## src/rtl/i2c_target_register_port.sv

```systemverilog
// rtl/i2c_target_register_port.sv - I2C target at a fixed address exposing an 8-bit register port
module i2c_target_register_port #(
    parameter logic [6:0] TARGET_ADDRESS = 7'h42
) (
    input  logic       clock,
    input  logic       reset,
    input  logic       scl_in,
    input  logic       sda_in,
    output logic       sda_out,
    output logic       sda_dir,
    output logic [7:0] reg_address,
    output logic [7:0] write_data,
    output logic       write_strobe,
    input  logic [7:0] read_data,
    output logic       read_strobe,
    output logic       busy
);
    typedef enum logic [3:0] {
        IDLE, ADDR, ADDR_ACK, PTR, PTR_ACK, WDATA, WDATA_ACK, RDATA, RACK, IGNORE
    } state_t;

    // [0],[1] synchronizer stages, [2] history for edge detection
    logic [2:0] scl_sync_q, sda_sync_q;
    logic       scl_rise_d, scl_fall_d, start_d, stop_d, sda_bit_d;
    logic       scl_rise_q, scl_fall_q, start_q, stop_q, sda_bit_q;

    state_t     state_d, state_q;
    logic [3:0] bit_cnt_d, bit_cnt_q;
    logic [7:0] shift_d, shift_q, shift_in;
    logic       rw_d, rw_q, got_ack_d, got_ack_q;
    logic       sda_dir_d, sda_dir_q, write_strobe_d, write_strobe_q;
    logic       read_strobe_d, read_strobe_q, busy_d, busy_q;
    logic [7:0] reg_address_d, reg_address_q, write_data_d, write_data_q;

    always_comb begin
        scl_rise_d = scl_sync_q[1] & ~scl_sync_q[2];
        scl_fall_d = ~scl_sync_q[1] & scl_sync_q[2];
        start_d    = scl_sync_q[1] & scl_sync_q[2] & sda_sync_q[2] & ~sda_sync_q[1];
        stop_d     = scl_sync_q[1] & scl_sync_q[2] & ~sda_sync_q[2] & sda_sync_q[1];
        sda_bit_d  = sda_sync_q[1];
    end

    always_comb begin
        state_d        = state_q;
        bit_cnt_d      = bit_cnt_q;
        shift_d        = shift_q;
        rw_d           = rw_q;
        got_ack_d      = got_ack_q;
        sda_dir_d      = sda_dir_q;
        reg_address_d  = reg_address_q;
        write_data_d   = write_data_q;
        write_strobe_d = 1'b0;
        read_strobe_d  = 1'b0;
        busy_d         = busy_q;
        shift_in       = {shift_q[6:0], sda_bit_q};
        if (start_q) begin
            state_d   = ADDR;
            bit_cnt_d = 4'd0;
            sda_dir_d = 1'b0;
        end else if (stop_q) begin
            state_d   = IDLE;
            sda_dir_d = 1'b0;
            busy_d    = 1'b0;
        end else if (read_strobe_q) begin
            // read_data was presented during the strobe cycle; bit 7 goes out now
            shift_d   = {read_data[6:0], 1'b0};
            sda_dir_d = ~read_data[7];
            bit_cnt_d = 4'd1;
            state_d   = RDATA;
        end else begin
            case (state_q)
                ADDR, PTR, WDATA: begin
                    if (scl_rise_q && bit_cnt_q != 4'd8) begin
                        shift_d   = shift_in;
                        bit_cnt_d = bit_cnt_q + 4'd1;
                        if (bit_cnt_q == 4'd7) begin
                            if (state_q == ADDR) begin
                                if (shift_in[7:1] == TARGET_ADDRESS) begin
                                    busy_d = 1'b1;
                                    rw_d   = shift_in[0];
                                end else begin
                                    state_d = IGNORE;
                                    busy_d  = 1'b0;
                                end
                            end else if (state_q == PTR) begin
                                reg_address_d = shift_in;
                            end else begin
                                write_data_d   = shift_in;
                                write_strobe_d = 1'b1;
                            end
                        end
                    end else if (scl_fall_q && bit_cnt_q == 4'd8) begin
                        sda_dir_d = 1'b1;
                        state_d   = (state_q == ADDR) ? ADDR_ACK :
                                    (state_q == PTR)  ? PTR_ACK  : WDATA_ACK;
                    end
                end
                ADDR_ACK: if (scl_fall_q) begin
                    sda_dir_d = 1'b0;
                    bit_cnt_d = 4'd0;
                    if (rw_q) read_strobe_d = 1'b1;
                    else      state_d       = PTR;
                end
                PTR_ACK: if (scl_fall_q) begin
                    sda_dir_d = 1'b0;
                    bit_cnt_d = 4'd0;
                    state_d   = WDATA;
                end
                WDATA_ACK: if (scl_fall_q) begin
                    sda_dir_d     = 1'b0;
                    bit_cnt_d     = 4'd0;
                    reg_address_d = reg_address_q + 8'd1;
                    state_d       = WDATA;
                end
                RDATA: if (scl_fall_q) begin
                    if (bit_cnt_q == 4'd8) begin
                        sda_dir_d = 1'b0;
                        got_ack_d = 1'b0;
                        state_d   = RACK;
                    end else begin
                        sda_dir_d = ~shift_q[7];
                        shift_d   = {shift_q[6:0], 1'b0};
                        bit_cnt_d = bit_cnt_q + 4'd1;
                    end
                end
                RACK: begin
                    if (scl_rise_q) begin
                        if (!sda_bit_q) begin
                            reg_address_d = reg_address_q + 8'd1;
                            got_ack_d     = 1'b1;
                        end else begin
                            state_d   = IGNORE;
                            busy_d    = 1'b0;
                            sda_dir_d = 1'b0;
                        end
                    end else if (scl_fall_q && got_ack_q) begin
                        read_strobe_d = 1'b1;
                        got_ack_d     = 1'b0;
                    end
                end
                default: sda_dir_d = 1'b0;
            endcase
        end
    end

    always_ff @(posedge clock) begin
        if (reset) begin
            scl_sync_q     <= 3'b111;
            sda_sync_q     <= 3'b111;
            scl_rise_q     <= 1'b0;
            scl_fall_q     <= 1'b0;
            start_q        <= 1'b0;
            stop_q         <= 1'b0;
            sda_bit_q      <= 1'b1;
            state_q        <= IDLE;
            bit_cnt_q      <= 4'd0;
            shift_q        <= 8'd0;
            rw_q           <= 1'b0;
            got_ack_q      <= 1'b0;
            sda_dir_q      <= 1'b0;
            reg_address_q  <= 8'd0;
            write_data_q   <= 8'd0;
            write_strobe_q <= 1'b0;
            read_strobe_q  <= 1'b0;
            busy_q         <= 1'b0;
        end else begin
            scl_sync_q     <= {scl_sync_q[1:0], scl_in};
            sda_sync_q     <= {sda_sync_q[1:0], sda_in};
            scl_rise_q     <= scl_rise_d;
            scl_fall_q     <= scl_fall_d;
            start_q        <= start_d;
            stop_q         <= stop_d;
            sda_bit_q      <= sda_bit_d;
            state_q        <= state_d;
            bit_cnt_q      <= bit_cnt_d;
            shift_q        <= shift_d;
            rw_q           <= rw_d;
            got_ack_q      <= got_ack_d;
            sda_dir_q      <= sda_dir_d;
            reg_address_q  <= reg_address_d;
            write_data_q   <= write_data_d;
            write_strobe_q <= write_strobe_d;
            read_strobe_q  <= read_strobe_d;
            busy_q         <= busy_d;
        end
    end

    assign sda_out      = 1'b0;
    assign sda_dir      = sda_dir_q;
    assign reg_address  = reg_address_q;
    assign write_data   = write_data_q;
    assign write_strobe = write_strobe_q;
    assign read_strobe  = read_strobe_q;
    assign busy         = busy_q;
endmodule

```

## config.mk

```make
export PLATFORM = sky130hd
export DESIGN_NAME = i2c_target_register_port
export DESIGN_NICKNAME = d
export VERILOG_FILES = /design/src/rtl/i2c_target_register_port.sv
export SDC_FILE = /design/constraint.sdc
export NUM_CORES = 1
export LEC_CHECK = 0
export ABC_AREA = 1
export BUFFER_PORTS_ARGS = -buffer_cell sky130_fd_sc_hd__buf_2
export CAP_MARGIN = 0
export CORE_ASPECT_RATIO = 0.8
export CORE_MARGIN = 10
export CORE_UTILIZATION = 40
export CTS_CLUSTER_DIAMETER = 80
export DETAILED_ROUTE_END_ITERATION = 10
export SLEW_MARGIN = 25
export SYNTH_ARGS = -nofsm -noshare
export SYNTH_HDL_FRONTEND = slang
export SYNTH_SLANG_ARGS = --single-unit
```

## constraint.sdc

```tcl
create_clock -name clock -period 3.6 [get_ports clock]
set_input_delay 0.72 -clock clock [delete_from_list [all_inputs] [get_ports clock]]
set_output_delay 0.72 -clock clock [all_outputs]
set_load 0.02 [all_outputs]
```

==> flow_metrics.py, run 1 <==
metrics = {
    "critical_path": {
        "endpoint_kind": "flop",
        "crit_path_frequent_cell": "inv_1",
        "reg2reg_depth": 7,
        "r2r-start": "read_strobe",
        "startpoint_type": "flop",
        "rr_endpoint": "write_data[5]",
        "crit_chain": "buf_4 -> inv_1 -> nand2_1 -> inv_1 -> nand3_1 -> o21ai_0 -> a21oi_1",
        "cpPeakStageDelay_ns": 0.42,
        "path_class": "flop to flop",
        "cp.required_ns": 3.77,
        "worstPathMaxFanout": 24,
        "regToRegSetupSlack_ns": 1.40,
        "arrival_ns": 2.37,
        "slowest_stage": "inv_1",
    },
    "synth": {
        "synthTopCellsByArea": "dfxtp_1 (35%), nand2_1 (14%), nand3_1 (8.0%), nor2_1 (7.2%), inv_1 (6.7%)",
        "yosys.area.top_type": "dfxtp_1",
        "ys_seq_area_frac": 0.349,
        "syn-num-nets": 450,
        "syn_inst": 435,
        "ys_types": 31,
        "syn_area_mm2": 0.00275,
        "ys_seq_elements": 48,
        "synth_top_area_frac": 0.349,
        "syn_avg_cell_area_um2": 6.32,
        "yosysWarnings": 0,
    },
    "timing": {
        "fmax_mhz": 455,
        "worst_pin_slew_ns": 0.673,
        "rsz0062_at_grt": "false",
        "finalHoldViolations": 0,
        "maxSlewHeadroom": 0.551,
        "hold_ws_ns": 0.414,
        "tns_ns": 0,
        "min_period_over_period": 0.610,
        "min_period_ns": 2.20,
        "finalMaxSlewViolations": 0,
        "fin_skew_ns": 0.00242,
        "finalSetupViolations": 0,
    },
    "clock_tree": {
        "ctsResizeCount": 0,
        "clock_latency_ns": 0.29,
        "clockRootBuffer": "clkbuf_8",
        "clk_pin_slew_worst_paths_ns": 0.08,
        "tritoncts": "yes",
        "postCtsHoldBufs": 0,
        "numCtsBuffers": 5,
        "post_cts_buffers": 0,
        "ctsLongestPathBuffers": 2,
        "htree_levels": 2,
        "cts.sinks": 48,
    },
    "min_path": {
        "min_to": "sda_sync_q[1]",
        "min_path_cells": 1,
        "min-delay-start": "sda_sync_q[0]",
        "hp-class": "flop to flop",
    },
    "global_routing": {
        "grt_max_degree": 26,
        "grt.total_usage": 0.148,
        "antenna_found_initial": 0,
        "grt_pass1_vias": 2609,
        "overflow": 0,
        "grt_pass1_wl_um": 13000,
    },
    "die": {
        "coreArea_mm2": 0.00654,
        "dieHeight_um": 94.2,
        "dieArea_mm2": 0.0106,
        "initial_utilization": 0.421,
        "io_pins": 33,
        "rows": 26,
        "die_w_um": 113,
    },
    "route": {
        "drt_iter0_markers": 266,
        "finalWirelength_um": 7620,
        "num_vias": 2770,
        "antenna_left": 0,
        "vias_per_cell": 5.06,
        "drc": 0,
        "wl_per_cell_um": 13.9,
        "first_pass_iters": 6,
    },
    "finish": {
        "num_antenna_cells": 0,
        "layout_common_cells": "nand2_1 (101), nor2_1 (53), inv_1 (49), dfxtp_1 (48), nand3_1 (44)",
        "layout_commonest_cell": "nand2_1",
        "fin_nets": 478,
        "regArea_um2": 961,
        "area_delta_synth_final_pct": 10.6,
        "n_fill_cell": 698,
        "drive_gt1_frac": 0.145,
        "multi_input_area_mm2": 0.00152,
        "design_area_mm2": 0.00304,
    },
    "placement": {
        "hpwlAfterDp_um": 5830,
        "io_buffers": 31,
        "place_area_mm2": 0.00296,
        "routabilityCongestion": 0.975,
    },
    "pwr": {
        "internal-power_mw": 1.08,
        "switching_share": 0.482,
        "pwr-share-clk": 0.146,
        "net-switching-power_mw": 1.00,
        "powerDensity_mw_per_mm2": 685,
        "seq_power_share": 0.338,
        "ir_drop_v": 0.000227,
        "power_mw": 2.08,
        "combPwrFrac": 0.516,
        "p_leak_nw": 1.38,
    },
    "run_status": {
        "status": "finished clean",
    },
    "flow_run": {
        "maxCapViolations": 0,
    },
}
[cell usage after synthesis, drive strengths merged]
master	count
nand2	104
nor2	64
inv	56
dfxtp	48
nand3	45
o21ai	37
a21oi	31
nand4	7
clkbuf	6
a31oi	5
buf	5
nor3	5
or2	5
ha	3
nor4	3
and2	2
nand3b	2
o21bai	2
a21boi	1
a221oi	1
conb	1
nor3b	1
xor2	1
[routing by layer]
| layer | track usage | wire (um) |
|---|---|---|
| met5 | 0 | 0 |
| met4 | 0.0401 | 46 |
| met3 | 0.0421 | 714 |
| met2 | 0.205 | 3000 |
| met1 | 0.214 | 3860 |
[cells by family (layout without fill, tap and decap cells)]
logic type / count (synthesis) / count (layout) / synth area share
AO/OA/AOI/OAI: 77 / 77 / 0.149
flip-flops: 48 / 48 / 0.349
adder cells (fa/ha/maj): 3 / 3 / 0.0137
buffers and inverters: 67 / 95 / 0.0965
AND/OR/NAND/NOR: 238 / 238 / 0.387
XOR/XNOR: 1 / 1 / 0.00319
other: 1 / 1 / 0.00136
[state kept, by name, summed over array words and instances (netlist names)]
name	count
state_q	4
scl_sync_q	3
write_strobe	1
busy	1
rw_q	1
write_data	8
shift_q	8
scl_rise_q	1
bit_cnt_q	4
reg_address	8
got_ack_q	1
sda_dir	1
sda_sync_q	3
stop_q	1
start_q	1
read_strobe	1
scl_fall_q	1
[how the worst max path moves through the flow]
stage / cells after the start / slack, ns / from / endpoint
floorplan: 11 / 1.87 / bit_cnt_q[0] / write_data[6]
finish: 7 / 1.40 / read_strobe / write_data[5]
CTS: 7 / 1.40 / read_strobe / write_data[5]
detailed placement: 7 / 1.40 / read_strobe / write_data[5]
global placement: 10 / 1.47 / bit_cnt_q[0] / write_data[4]
global route: 7 / 1.05 / read_strobe / write_data[7]
[through the flow]
step | utilization | std cells | setup WS, ns
6_report | 0.465 | 547 | 1.40
5_1_grt | 0.465 | 547 | 1.05
4_1_cts | 0.465 | 547 | 1.40
3_5_place_dp | 0.453 | 540 | 1.40
3_3_place_gp | 0.453 | 540 | 1.47
2_1_floorplan | - | 435 | 1.87
[power groups by stage]
| stage | Sequential, mW | Combinational (mW) | Clock (mW) |
|---|---|---|---|
| 2_1_floorplan | 0.690 | 0.834 | 0 |
| 3_3_place_gp | 0.713 | 1.05 | 0 |
| 3_5_place_dp | 0.715 | 1.05 | 0 |
| 4_1_cts | 0.702 | 1.05 | 0.317 |
| 5_1_grt | 0.719 | 1.23 | 0.346 |
| 6_report | 0.704 | 1.07 | 0.304 |
[layout make-up]
class                      instances  area share
timing repair buffer              32      0.0535
clock buffer                       6      0.0239
tap                               84      0.0346
multi-input combinational        320       0.501
clock inverter                     1     0.00165
inverter                          56      0.0691
sequential                        48       0.316
[worst max-delay path, delay by kind of cell, from the launching register on]
family | cells | cell delay [ns]
AO/OA/AOI/OAI | 2 | 0.37
flip-flops | 1 | 0.30
AND/OR/NAND/NOR | 2 | 0.61
buffers and inverters | 3 | 0.78
Note: power is estimated with default switching activity, not from simulation.
==> inputs of run 2 (changes only) <==
==> constraint.sdc (replaced) <==
create_clock -name clock -period 2.2 [get_ports clock]
set_input_delay 0.44 -clock clock [delete_from_list [all_inputs] [get_ports clock]]
set_output_delay 0.44 -clock clock [all_outputs]
set_load 0.02 [all_outputs]
==> flow_metrics.py, run 2 (synthesis gave the netlist of run 1 again) <==
metrics = {
    "run_status": {
        "status": "finished clean",
    },
    "pwr": {
        "combPwrFrac": 0.508,
        "net-switching-power_mw": 1.65,
        "p_leak_nw": 1.43,
        "ir_drop_v": 0.000423,
        "powerDensity_mw_per_mm2": 1140,
        "internal-power_mw": 1.92,
        "switching_share": 0.463,
        "seq_power_share": 0.317,
        "pwr-share-clk": 0.175,
    },
    "timing": {
        "finalMaxSlewViolations": 0,
        "finalSetupViolations": 0,
        "tns_ns": 0,
        "rsz0062_at_grt": "false",
        "fin_skew_ns": 0.00649,
        "min_period_over_period": 0.868,
        "postLayoutSetupSlackWorst_ns": 0.291,
        "fmax_mhz": 524,
        "finalHoldViolations": 0,
        "min_period_ns": 1.91,
    },
    "clock_tree": {
        "clockRootBuffer": "clkbuf_8",
        "numCtsBuffers": 5,
        "postCtsHoldBufs": 0,
        "clk_pin_slew_worst_paths_ns": 0.09,
        "htree_levels": 2,
        "clock_latency_ns": 0.30,
        "cts.sinks": 48,
        "post_cts_buffers": 0,
        "ctsLongestPathBuffers": 2,
        "tritoncts": "yes",
        "ctsResizeCount": 0,
    },
    "critical_path": {
        "cpLargestDelayFamily": "simple AND/OR/NAND/NOR gates",
        "arrival_ns": 2.08,
        "cp.required_ns": 2.38,
        "crit_path_frequent_cell": "nand2_1",
        "cpPeakStageDelay_ns": 0.40,
        "path_buf_inv": 2,
        "startpoint_type": "flop",
        "crit_chain": "inv_1 -> ha_1 -> nand2_1 -> nor2_2 -> nor2_2 -> nand2_1 -> nand2_1 -> inv_1 -> nor2_4 -> nand2_2 -> nand2_1 -> a21oi_1",
        "path_class": "flop to flop",
        "slowest_stage": "dfxtp_1",
        "worstPathMaxFanout": 10,
        "endpoint_kind": "flop",
    },
    "global_routing": {
        "grt_pass1_wl_um": 13000,
        "grt.total_usage": 0.146,
        "antenna_found_initial": 0,
        "grt_max_degree": 26,
        "grt_pass1_vias": 2613,
        "overflow": 0,
    },
    "placement": {
        "io_buffers": 31,
        "routabilityCongestion": 0.935,
        "place_area_mm2": 0.00302,
        "pre_cts_ws_ns": 0.303,
        "hpwlAfterDp_um": 6050,
    },
    "finish": {
        "fin_nets": 486,
        "design_area_mm2": 0.00313,
        "area_delta_synth_final_pct": 13.8,
        "layout_commonest_cell": "nand2_1",
        "num_antenna_cells": 0,
        "drive_gt1_frac": 0.161,
        "postLayoutCoreUtil": 0.479,
        "layout_common_cells": "nand2_1 (101), nor2_1 (53), inv_1 (49), dfxtp_1 (48), nand3_1 (44)",
    },
    "die": {
        "initial_utilization": 0.421,
        "coreArea_mm2": 0.00654,
        "io_pins": 33,
        "dieHeight_um": 94.2,
        "dieArea_mm2": 0.0106,
        "rows": 26,
        "die_w_um": 113,
    },
    "route": {
        "antenna_left": 0,
        "wl_per_cell_um": 14.1,
        "drc": 0,
        "first_pass_iters": 5,
        "num_vias": 2896,
        "finalWirelength_um": 7850,
        "drt_iter0_markers": 207,
        "vias_per_cell": 5.21,
    },
    "min_path": {
        "hp-class": "input port to flop",
    },
    "flow_run": {
        "maxCapViolations": 0,
    },
}
==> run 2: cell types whose count changed in the layout (fill, tap and decap cells not counted) <==
cell / previous run / this run
buf_4: 1 / 9
bufinv_16: 0 / 1
==> run 2: final timing paths <==
kind | start | end | slack [ns] | cells past startpoint
max reg2reg | bit_cnt_q[0] | reg_address[2] | 0.29 | 12
min | scl_in | scl_sync_q[0] | 0.33 | 2
min reg2reg | scl_sync_q[0] | scl_sync_q[1] | 0.42 | 1
max | bit_cnt_q[0] | reg_address[2] | 0.29 | 12
==> run 2: routing by layer <==
layer | track usage | routed length (um) | vias up
met3 | 0.0511 | 731 | 6
met5 | 0 | 0 | -
met1 | 0.210 | 3890 | 1304
met4 | 0.0243 | 40 | 0
li1 | - | - | 1480
met2 | 0.206 | 3190 | 106
==> run 2: per-stage QoR <==
step                std cells  power [mW]  hold WS, ns
finish                    556        3.57        0.326
global route              556        3.89        0.311
CTS                       556        3.56        0.321
detailed placement        548        2.93        0.399
global placement          548        2.91        0.398
floorplan                 435        2.49        0.389
==> run 2: area by class of cell <==
type	count	area (um2)
inverters	56	210
multi-input cells	320	1520
repair buffers	40	223
clock buffers	6	72.6
clock inverters	2	35.0
fillers	694	3410
well taps	84	105
flip-flops and latches	48	961
==> run 2: power by group through the flow <==
| stage | registers, mW | clock network [mW] | logic [mW] |
|---|---|---|---|
| after CTS | 1.13 | 0.645 | 1.79 |
| after detailed placement | 1.15 | 0 | 1.78 |
| after floorplan | 1.13 | 0 | 1.36 |
| after global placement | 1.15 | 0 | 1.77 |
| after global routing | 1.15 | 0.683 | 2.06 |
| final | 1.13 | 0.625 | 1.81 |
